--- src/rtl/bp_pkg.sv ---
// Shared constants and helpers for the branch history table predictor.
// The statistics indices are also used by the display mux.
package bp_pkg;

  localparam logic [31:0] PC_STEP = 32'd4;

  localparam int unsigned STAT_BRANCH     = 0;
  localparam int unsigned STAT_TAKEN      = 1;
  localparam int unsigned STAT_CORRECT    = 2;
  localparam int unsigned STAT_MISPREDICT = 3;
  localparam int unsigned STAT_NUM        = 4;

  // Weakly not-taken: the value every counter returns to on reset.
  function automatic int unsigned ctr_init(int unsigned ctr_w);
    return (32'd1 << (ctr_w - 1)) - 32'd1;
  endfunction

  // Weakly taken: the value a newly allocated entry starts with.
  function automatic int unsigned ctr_alloc(int unsigned ctr_w);
    return 32'd1 << (ctr_w - 1);
  endfunction

endpackage

--- src/rtl/bp_sat_counter.sv ---
// Next-state logic for a saturating up/down counter.
// Priority: init, then load, then inc/dec. Inc together with dec holds.
module bp_sat_counter #(
  parameter int unsigned Width   = 2,
  parameter int unsigned InitVal = 0
) (
  input  logic [Width-1:0] q,
  input  logic             init,
  input  logic             load,
  input  logic [Width-1:0] load_val,
  input  logic             inc,
  input  logic             dec,
  output logic [Width-1:0] d
);

  localparam logic [Width-1:0] MaxVal = '1;

  always_comb begin
    d = q;
    if (init) begin
      d = Width'(InitVal);
    end else if (load) begin
      d = load_val;
    end else if (inc && !dec) begin
      if (q != MaxVal) d = q + 1'b1;
    end else if (dec && !inc) begin
      if (q != '0) d = q - 1'b1;
    end
  end

endmodule

--- src/rtl/branch_predictor_bht.sv ---
// Tagged branch history table with optional gshare indexing, zero-latency lookup,
// same-cycle update at resolution, and saturating prediction-accuracy statistics.
module branch_predictor_bht
  import bp_pkg::*;
#(
  parameter int unsigned ENTRIES = 64,
  parameter int unsigned TAG_W   = 8,
  parameter int unsigned CTR_W   = 2,
  parameter int unsigned HIST_W  = 0,
  parameter int unsigned STAT_W  = 16
) (
  input  logic              CLK,
  input  logic              RST,
  input  logic              en,
  input  logic [31:0]       lookup_pc,
  output logic              pred_hit,
  output logic              pred_taken,
  output logic [31:0]       pred_target,
  input  logic              upd_valid,
  input  logic [31:0]       upd_pc,
  input  logic              upd_taken,
  input  logic [31:0]       upd_target,
  input  logic              upd_pred_taken,
  input  logic [31:0]       upd_pred_target,
  input  logic              clr_stats,
  output logic [STAT_W-1:0] cnt_branch,
  output logic [STAT_W-1:0] cnt_taken,
  output logic [STAT_W-1:0] cnt_correct,
  output logic [STAT_W-1:0] cnt_mispredict
);

  localparam int unsigned IDX_W = $clog2(ENTRIES);
  // Keep a 1-bit history register in bimodal mode so widths stay legal; it stays 0.
  localparam int unsigned GHR_W = (HIST_W > 0) ? HIST_W : 1;
  localparam logic [CTR_W-1:0] CtrInit  = CTR_W'(ctr_init(CTR_W));
  localparam logic [CTR_W-1:0] CtrAlloc = CTR_W'(ctr_alloc(CTR_W));

  logic             valid_q  [ENTRIES];
  logic [TAG_W-1:0] tag_q    [ENTRIES];
  logic [CTR_W-1:0] ctr_q    [ENTRIES];
  logic [31:0]      target_q [ENTRIES];
  logic [GHR_W-1:0] ghr_q, ghr_d;

  logic [IDX_W-1:0] ghr_idx, lk_idx, up_idx;
  logic [TAG_W-1:0] lk_tag, up_tag;
  logic             up_hit, qual, correct;
  logic [CTR_W-1:0] ctr_nxt;

  assign ghr_idx = IDX_W'(ghr_q);
  assign lk_idx  = lookup_pc[IDX_W+1:2] ^ ghr_idx;
  assign lk_tag  = lookup_pc[IDX_W+TAG_W+1:IDX_W+2];
  assign up_idx  = upd_pc[IDX_W+1:2] ^ ghr_idx;
  assign up_tag  = upd_pc[IDX_W+TAG_W+1:IDX_W+2];
  assign up_hit  = valid_q[up_idx] && (tag_q[up_idx] == up_tag);
  assign qual    = upd_valid && en;
  assign ghr_d   = GHR_W'({ghr_q, upd_taken});

  // Lookup reads the registered table, so a same-cycle update is not visible here.
  assign pred_hit    = valid_q[lk_idx] && (tag_q[lk_idx] == lk_tag);
  assign pred_taken  = pred_hit && ctr_q[lk_idx][CTR_W-1];
  assign pred_target = pred_taken ? target_q[lk_idx] : lookup_pc + PC_STEP;

  // A miss can only reach the write path when taken, so load means allocate.
  bp_sat_counter #(
    .Width  (CTR_W),
    .InitVal(ctr_init(CTR_W))
  ) u_ctr_next (
    .q       (ctr_q[up_idx]),
    .init    (1'b0),
    .load    (!up_hit),
    .load_val(CtrAlloc),
    .inc     (upd_taken),
    .dec     (!upd_taken),
    .d       (ctr_nxt)
  );

  always_ff @(posedge CLK) begin
    if (RST) begin
      for (int i = 0; i < ENTRIES; i++) begin
        valid_q[i] <= 1'b0;
        ctr_q[i]   <= CtrInit;
      end
      ghr_q <= '0;
    end else if (qual) begin
      if (up_hit || upd_taken) ctr_q[up_idx] <= ctr_nxt;
      if (upd_taken) begin
        valid_q[up_idx]  <= 1'b1;
        tag_q[up_idx]    <= up_tag;
        target_q[up_idx] <= upd_target;
      end
      if (HIST_W > 0) ghr_q <= ghr_d;
    end
  end

  logic [STAT_W-1:0]   stat_q [STAT_NUM];
  logic [STAT_W-1:0]   stat_d [STAT_NUM];
  logic [STAT_NUM-1:0] stat_inc;

  // Taken branches must also match the target to count as correct.
  assign correct  = (upd_pred_taken == upd_taken) &&
                    (!upd_taken || (upd_pred_target == upd_target));
  assign stat_inc = {qual && !correct, qual && correct, qual && upd_taken, qual};

  for (genvar g = 0; g < STAT_NUM; g++) begin : gen_stat
    bp_sat_counter #(
      .Width  (STAT_W),
      .InitVal(0)
    ) u_stat (
      .q       (stat_q[g]),
      .init    (clr_stats),
      .load    (1'b0),
      .load_val('0),
      .inc     (stat_inc[g]),
      .dec     (1'b0),
      .d       (stat_d[g])
    );
  end

  always_ff @(posedge CLK) begin
    for (int i = 0; i < STAT_NUM; i++) begin
      stat_q[i] <= RST ? '0 : stat_d[i];
    end
  end

  assign cnt_branch     = stat_q[STAT_BRANCH];
  assign cnt_taken      = stat_q[STAT_TAKEN];
  assign cnt_correct    = stat_q[STAT_CORRECT];
  assign cnt_mispredict = stat_q[STAT_MISPREDICT];

endmodule
--- config.mk ---
export PLATFORM = sky130hd
export DESIGN_NAME = branch_predictor_bht
export DESIGN_NICKNAME = d
export VERILOG_FILES = /design/src/rtl/bp_pkg.sv /design/src/rtl/bp_sat_counter.sv /design/src/rtl/branch_predictor_bht.sv
export SDC_FILE = /design/constraint.sdc
export NUM_CORES = 2
export LEC_CHECK = 0
export CAP_MARGIN = 15
export CORE_MARGIN = 5
export CORE_UTILIZATION = 30
export CTS_BUF_LIST = sky130_fd_sc_hd__clkbuf_2
export DETAILED_ROUTE_END_ITERATION = 10
export DONT_BUFFER_PORTS = 1
export GPL_TIMING_DRIVEN = 0
export PLACE_DENSITY = 0.41
export REMOVE_ABC_BUFFERS = 1
export SETUP_SLACK_MARGIN = 0.15
export SYNTH_ARGS = -nofsm -noshare
export SYNTH_HDL_FRONTEND = slang
export SYNTH_HIERARCHICAL = 1
export SYNTH_SLANG_ARGS = --single-unit
--- constraint.sdc ---
create_clock -name CLK -period 13.6 [get_ports CLK]
set_clock_uncertainty 0.15 [all_clocks]
set_input_delay 1.36 -clock CLK [delete_from_list [all_inputs] [get_ports CLK]]
set_output_delay 1.36 -clock CLK [all_outputs]
set_load 0.005 [all_outputs]
Word-level counts from Yosys, hierarchy flattened
Memory sizes are Yosys's and may differ from the RTL's.
Index checks and enable logic that the tools add are counted.
{ "classes": {"mux": 37, "reduce_logical": 15, "add_sub_neg": 7, "eq_ne": 9} }
{ "op_table": {"columns": ["cell", "n"], "rows": [
  ["$mux W16", 16],
  ["$add A16 B1 Y16 const B", 4],
  ["$ne A16 B16 Y1 const B", 4],
  ["$add A32 B3 Y32 const B", 1],
  ["$eq A32 B32 Y1", 1],
  ["$mux W32", 1],
  ["$eq A8 B8 Y1", 2],
  ["$mux W1", 13],
  ["$mux W6", 2],
  ["$mux W2", 5],
  ["$logic_and A1 B1 Y1", 8],
  ["$add A2 B1 Y2 const B", 1],
  ["$logic_not A1 Y1", 2],
  ["$logic_or A1 B1 Y1", 2],
  ["$ne A2 B2 Y1 const B", 1],
  ["$reduce_bool A2 Y1", 1],
  ["$reduce_or A2 Y1", 1],
  ["$sub A2 B1 Y2 const B", 1],
  ["$eq A1 B1 Y1", 1],
  ["$reduce_or A1 Y1", 1]
]} }
{ "totals": {"inputBits": 135, "out_inout_bits": 98, "register_bits": 0, "mem_count": 5, "wordCells": 73, "ramBits": 2816} }
{ "mem_list": {"columns": ["memory", "depth", "width", "read_ports", "rd_ports_with_merged_regs", "write_ports", "line", "source"], "rows": [
  ["target_q", 64, 32, 1, 0, 1, "branch_predictor_bht.sv:41", "logic [31:0] target_q [ENTRIES];"],
  ["tag_q", 64, 8, 2, 0, 1, "branch_predictor_bht.sv:39", "logic [TAG_W-1:0] tag_q [ENTRIES];"],
  ["ctr_q", 64, 2, 2, 0, 64, "branch_predictor_bht.sv:40", "logic [CTR_W-1:0] ctr_q [ENTRIES];"],
  ["stat_q", 4, 16, 4, 0, 4, "branch_predictor_bht.sv:95", "logic [STAT_W-1:0] stat_q [STAT_NUM];"],
  ["valid_q", 64, 1, 2, 0, 64, "branch_predictor_bht.sv:38", "logic valid_q [ENTRIES];"]
]} }

Depth between registers and ports, before layout
An unclocked memory read counts as a cell.
{ "depth": {"ltp_word": 10, "mapped_depth": 21} }

Hierarchy
The synthesis kept the hierarchy.
{ "by_module_without_submodules": {"columns": ["module", "area_each_um2", "instances", "seq_area_each_um2", "cells_each"], "rows": [
  ["branch_predictor_bht", 116062.6, 1, 83279.9, 5707],
  ["bp_sat_counter at gen_stat[1].u_stat ...", 1127.3, 2, 0.0, 169],
  ["bp_sat_counter at gen_stat[3].u_stat", 1217.4, 1, 0.0, 173],
  ["bp_sat_counter at gen_stat[0].u_stat", 1179.9, 1, 0.0, 177],
  ["bp_sat_counter at u_ctr_next", 76.3, 1, 0.0, 12]
]} }

Worst setup path before layout
Ideal clock, no wire load.
{ "synth_timing": {"kind": "input-to-output", "start": "input lookup_pc[3]", "end": "output pred_target[0]", "arrival_time_ns": 4.523, "setup_slack_ns": 7.567, "path_buffers": 7, "t_required_ns": 12.090, "path_stages": 11, "cell_sequence": "buf_2 > buf_2 > buf_4 > buf_2 > buf_2 > buf_2 > clkbuf_1 > mux4_2 > mux4_2 > mux4_2 > mux2_2"} }
{ "synth_via": {"elab_chain_cells": 5, "elab_cells_between_ends": 8, "cone_classes": "1 x eq/ne; 1 x mux; 2 x reduce/logical; 4 x memory"} }
{ "synth_rtl": {"columns": ["element", "line", "source"], "rows": [
  ["start, declared", "branch_predictor_bht.sv:15", "input logic [31:0] lookup_pc,"],
  ["$mem_v2 Z64 W8", null, null],
  ["$eq A8 B8 Y1", "branch_predictor_bht.sv:59", "assign pred_hit = valid_q[lk_idx] && (tag_q[lk_idx] == lk_tag);"],
  ["$logic_and A1 B1 Y1", "branch_predictor_bht.sv:59", null],
  ["$logic_and A1 B1 Y1", "branch_predictor_bht.sv:60", "assign pred_taken = pred_hit && ctr_q[lk_idx][CTR_W-1];"],
  ["$mux W32 *", "branch_predictor_bht.sv:61", "assign pred_target = pred_taken ? target_q[lk_idx] : lookup_pc + PC_STEP;"],
  ["end, declared", "branch_predictor_bht.sv:18", "output logic [31:0] pred_target,"]
]} }
Mark *: on every way between the ends. The rest lies on a longest branch, timed or not.

Worst setup path after layout
{ "layout_timing": {"start": "input lookup_pc[2]", "end": "output pred_target[14]"} }
The elaborated chain is that of the path after synthesis.

==> results.txt <==
* Status: finished, final reports clean
- Post-synthesis share of cell area spent on and, or, nand and nor gates: 4.82%
- The first TritonRoute pass finished after 6 iterations.
* Worst rel slew slack: 10.0%
- Sequential elements use between 60 and 70% of the synthesized area.
* Cell Rows: 233
- The startpoint identified for the worst register-to-register timing path is tag_q[6][2].
- Post-layout util: 35.3%
* Drt first-iter violations: 7677
- Power density over the cells: 119 nW/um^2
* Area after detailed placement: approximately 130000 um^2
* Clock Tree Root: sky130_fd_sc_hd__clkbuf_2
- Most common flop cell mapped by yosys: sky130_fd_sc_hd__edfxtp_1
* Pleak: 45.1 nW
- Routability-driven placement finished with a final weighted congestion of about 0.79.
- DR DRC count: 0
- Kind of critical path: input pin to output port
- The cell count after synthesis came out at 6407.
- After synthesis, the cell types taking the most area are sky130_fd_sc_hd__edfxtp_1 (67%), sky130_fd_sc_hd__mux4_2 (16%), sky130_fd_sc_hd__dfxtp_1 (2.1%).
- FF-to-FF setup slack: 7.84 ns
- The total count of max-transition violations in the final report came to 0.
- From left edge to right edge, the die measures 645 um.
* Transition time of the tightest slew-check pin: between 1 and 1.5 ns
- Maximum level of the CTS H-tree: 6
* Number of register bits inferred by synthesis: 2816
* Routed length per placed instance: 34.7 um
- Floorplan Core Area: 402000 um^2
* DR vias/cell: roughly 5.5
* Reg2Reg Depth: 13
* Ranking of synthesized cells by instance count: sky130_fd_sc_hd__edfxtp_1 (2688), sky130_fd_sc_hd__mux4_2 (856), sky130_fd_sc_hd__clkbuf_1 (234)
* Worst-path maximum fanout: 128
* Arrival time at the worst endpoint: 8.00 ns
* Number of flops mapped to enable cells by yosys: 2688
* DPL Wire Length: 287000 um
- Share of synthesized cell area in full adder, half adder and majority cells: 0.135%
- Netlist cell types: 106
- STA puts the critical path data required time at 12.09 ns.
- After global routing the overflow that remains totals 0.
* Initial cell density of the core: 30.0%
- Xor-xnor portion of the synthesized cell area: less than 1%
- The clock passes through at most 4 buffers.
- Min-Delay Path Depth: 2
* Antenna violations before repair: 24
* Number of port buffers: 0
- Setup violations remaining at the end of the flow were counted as 0.
- Vias after detailed routing: 71600
- Worst IR Drop VDD: 0.0682 mV
- The min-delay analysis places its worst path in the category flop to flop.
- Placement Setup Slack: between 3 and 4 ns
- Die Area: just over 400000 um^2
* Height of the die: 645 um
- The via count of the first global-routing pass is 73300.
* Critical path capture point type: output port
* Setup repair after global routing missed its margin: false
- Clock tree from TritonCTS: built
- For this design the top-level I/O count stands at 233.
* Total number of clock tree sinks: 2816
* First-pass GRT wire length: 618000 um
- The startpoint identified for the worst hold timing path is valid_q[62].
- Maximum clock rate: 0.105 GHz
- MaxCap Viol Count: 0
- Cell with the most instances after synthesis: sky130_fd_sc_hd__edfxtp_1
- TritonCTS created between 700 and 800 clock buffers.
- Fin. Hold Viols: 0
* Post-CTS Setup Bufs: 0
- R2R Path End: ctr_q[16][0]
- Proportion of register bits with asynchronous set or reset after synthesis: 0%
- After synthesis, the largest family of logic cells by area is multiplexers.
* NumNets Final: 7441
- The finished cells cover 142000 um^2.
* Latest clock arrival within the worst-skew pair: 2.20 ns
- Combined area of all synthesized cells: 121000 um^2
* Final setup margin: between 4 and 5 ns
* Avg Inst Size Synth: ~19 um^2
- Fraction of the cycle the final worst path needs: between 60 and 70%
- Biggest area consumer among synthesized cells: sky130_fd_sc_hd__edfxtp_1
* Synth-to-layout area growth: 17.4%
- Worst-case hold path end point: valid_q[62]
* Final WL: around 460000 um
- The share of synthesized area in the top cell type comes to 66.8%.
- Share of cells above drive strength 1: 34.8%
- STA classifies the critical path startpoint as an input pin.
- The Yosys step of the flow raised 6 warnings.
- In this run the remaining antenna-violating nets after routing total 0.
* Gr usage total: 21.4%
- Entering global routing, the biggest net connects 237 pins.
- Clock transition at the register clock pins on the worst setup and hold paths after CTS: approximately 0.07 ns
- In the synthesized netlist, mux cells make up 18.2% of the area.
* Share of the synthesized area in compound gates (AO/OA/AOI/OAI): 4.88%
- Clock period minus final worst setup slack: around 9.5 ns
registers in the layout (all words and copies together), names as in the netlist:
register / count
ctr_q: 128
target_q: 2048
stat_q: 64
tag_q: 512
valid_q: 64
power by group:
group / internal [W] / switching, W / total, W / leakage (nW)
registers: 0.00951 / 0.0000431 / 0.00955 / 25.3
clock network: 0.00234 / 0.00369 / 0.00604 / 5.09
logic: 0.000567 / 0.000718 / 0.00129 / 14.7
timing repair:
item                                     CTS  global route
endpoints found under the hold margin   3602             0
hold buffers                             193             0
resized for setup                          0             0
endpoints found under the setup margin     0             0
logic make-up (layout without fill, tap and decap cells):
| family | after synthesis | in the layout |
|---|---|---|
| DFF | 2816 | 2816 |
| adders and majority gates | 13 | 13 |
| muxes | 1113 | 1113 |
| buffers and inverters | 570 | 1876 |
| AOI/OAI and AO/OA | 758 | 758 |
| and+or+nand+nor | 1041 | 1041 |
| other | 2 | 130 |
| xor gates and xnor gates | 94 | 94 |
worst max path at each step:
stage	start	end	slack [ns]	cells past startpoint
finish	lookup_pc[2]	pred_target[14]	4.09	14
global route	lookup_pc[2]	pred_target[14]	3.67	14
CTS	lookup_pc[2]	pred_target[14]	3.89	14
detailed placement	lookup_pc[2]	pred_target[14]	3.90	14
global placement	upd_pc[3]	ctr_q[2][1]	-3.71	6
floorplan	upd_pc[3]	ctr_q[40][0]	6.66	11
placed cells by master (no fill, tap or decap), drive strengths merged, types with 80 or more instances in the layout:
master       netlist  final
edfxtp          2688   2688
clkbuf           236   1105
mux4             856    856
buf              234    373
nor2             169    169
mux2i            157    157
nand3            153    153
nand2            150    150
clkinv             2    147
nor3             131    131
dfxtp            128    128
conb               2    121
inv               98    117
dlygate4sd3        0    108
o22ai            100    100
mux2             100    100
nor2b             96     96
a22oi             90     90
o21ai             80     80
metal layers:
layer | track usage [%] | share of wire (%) | vias to the layer above
met5 | 0 | 0.020 | -
met4 | 6.98 | 3.3 | 14
met3 | 3.98 | 7.0 | 835
met2 | 33.8 | 47 | 3380
met1 | 29.7 | 43 | 38300
li1 | - | - | 29100
area by class of cell:
cell class / count / area, um^2
clock buffers: 1105 / 5530
diodes: 9 / 22.5
multi-input cells: 3140 / 35900
flip-flops and latches: 2816 / 83300
clock inverters: 190 / 1150
well taps: 5287 / 6620
repair buffers: 481 / 8940
inverters: 100 / 384
fillers: 38100 / 260000
worst max-delay path: stages:
cell and delay [ns]:
sky130_fd_sc_hd__buf_16 0.69, sky130_fd_sc_hd__buf_16 0.59, sky130_fd_sc_hd__buf_16 0.59, sky130_fd_sc_hd__inv_2 0.50
sky130_fd_sc_hd__buf_12 0.34, sky130_fd_sc_hd__mux2i_1 0.18, sky130_fd_sc_hd__a32o_1 0.25, sky130_fd_sc_hd__a221oi_1 0.63
sky130_fd_sc_hd__xnor2_1 0.19, sky130_fd_sc_hd__nand3_1 0.14, sky130_fd_sc_hd__a2111oi_2 0.43, sky130_fd_sc_hd__and3_4 0.55
sky130_fd_sc_hd__buf_16 0.28, sky130_fd_sc_hd__mux2_2 0.50
per-stage QoR:
stage | TNS (ns) | std cells | hold WS (ns) | power, W
4_1_cts | 0 | 13100 | 0.00136 | 0.0171
3_3_place_gp | -2943.43 | 11300 | 0.319 | 0.0106
5_1_grt | 0 | 13100 | 0.175 | 0.0177
3_5_place_dp | 0 | 11600 | 0.326 | 0.0108
2_1_floorplan | 0 | 6056 | 0.308 | 0.0104
6_report | 0 | 13100 | 0.340 | 0.0169
Note: power is estimated with default switching activity, not from simulation.
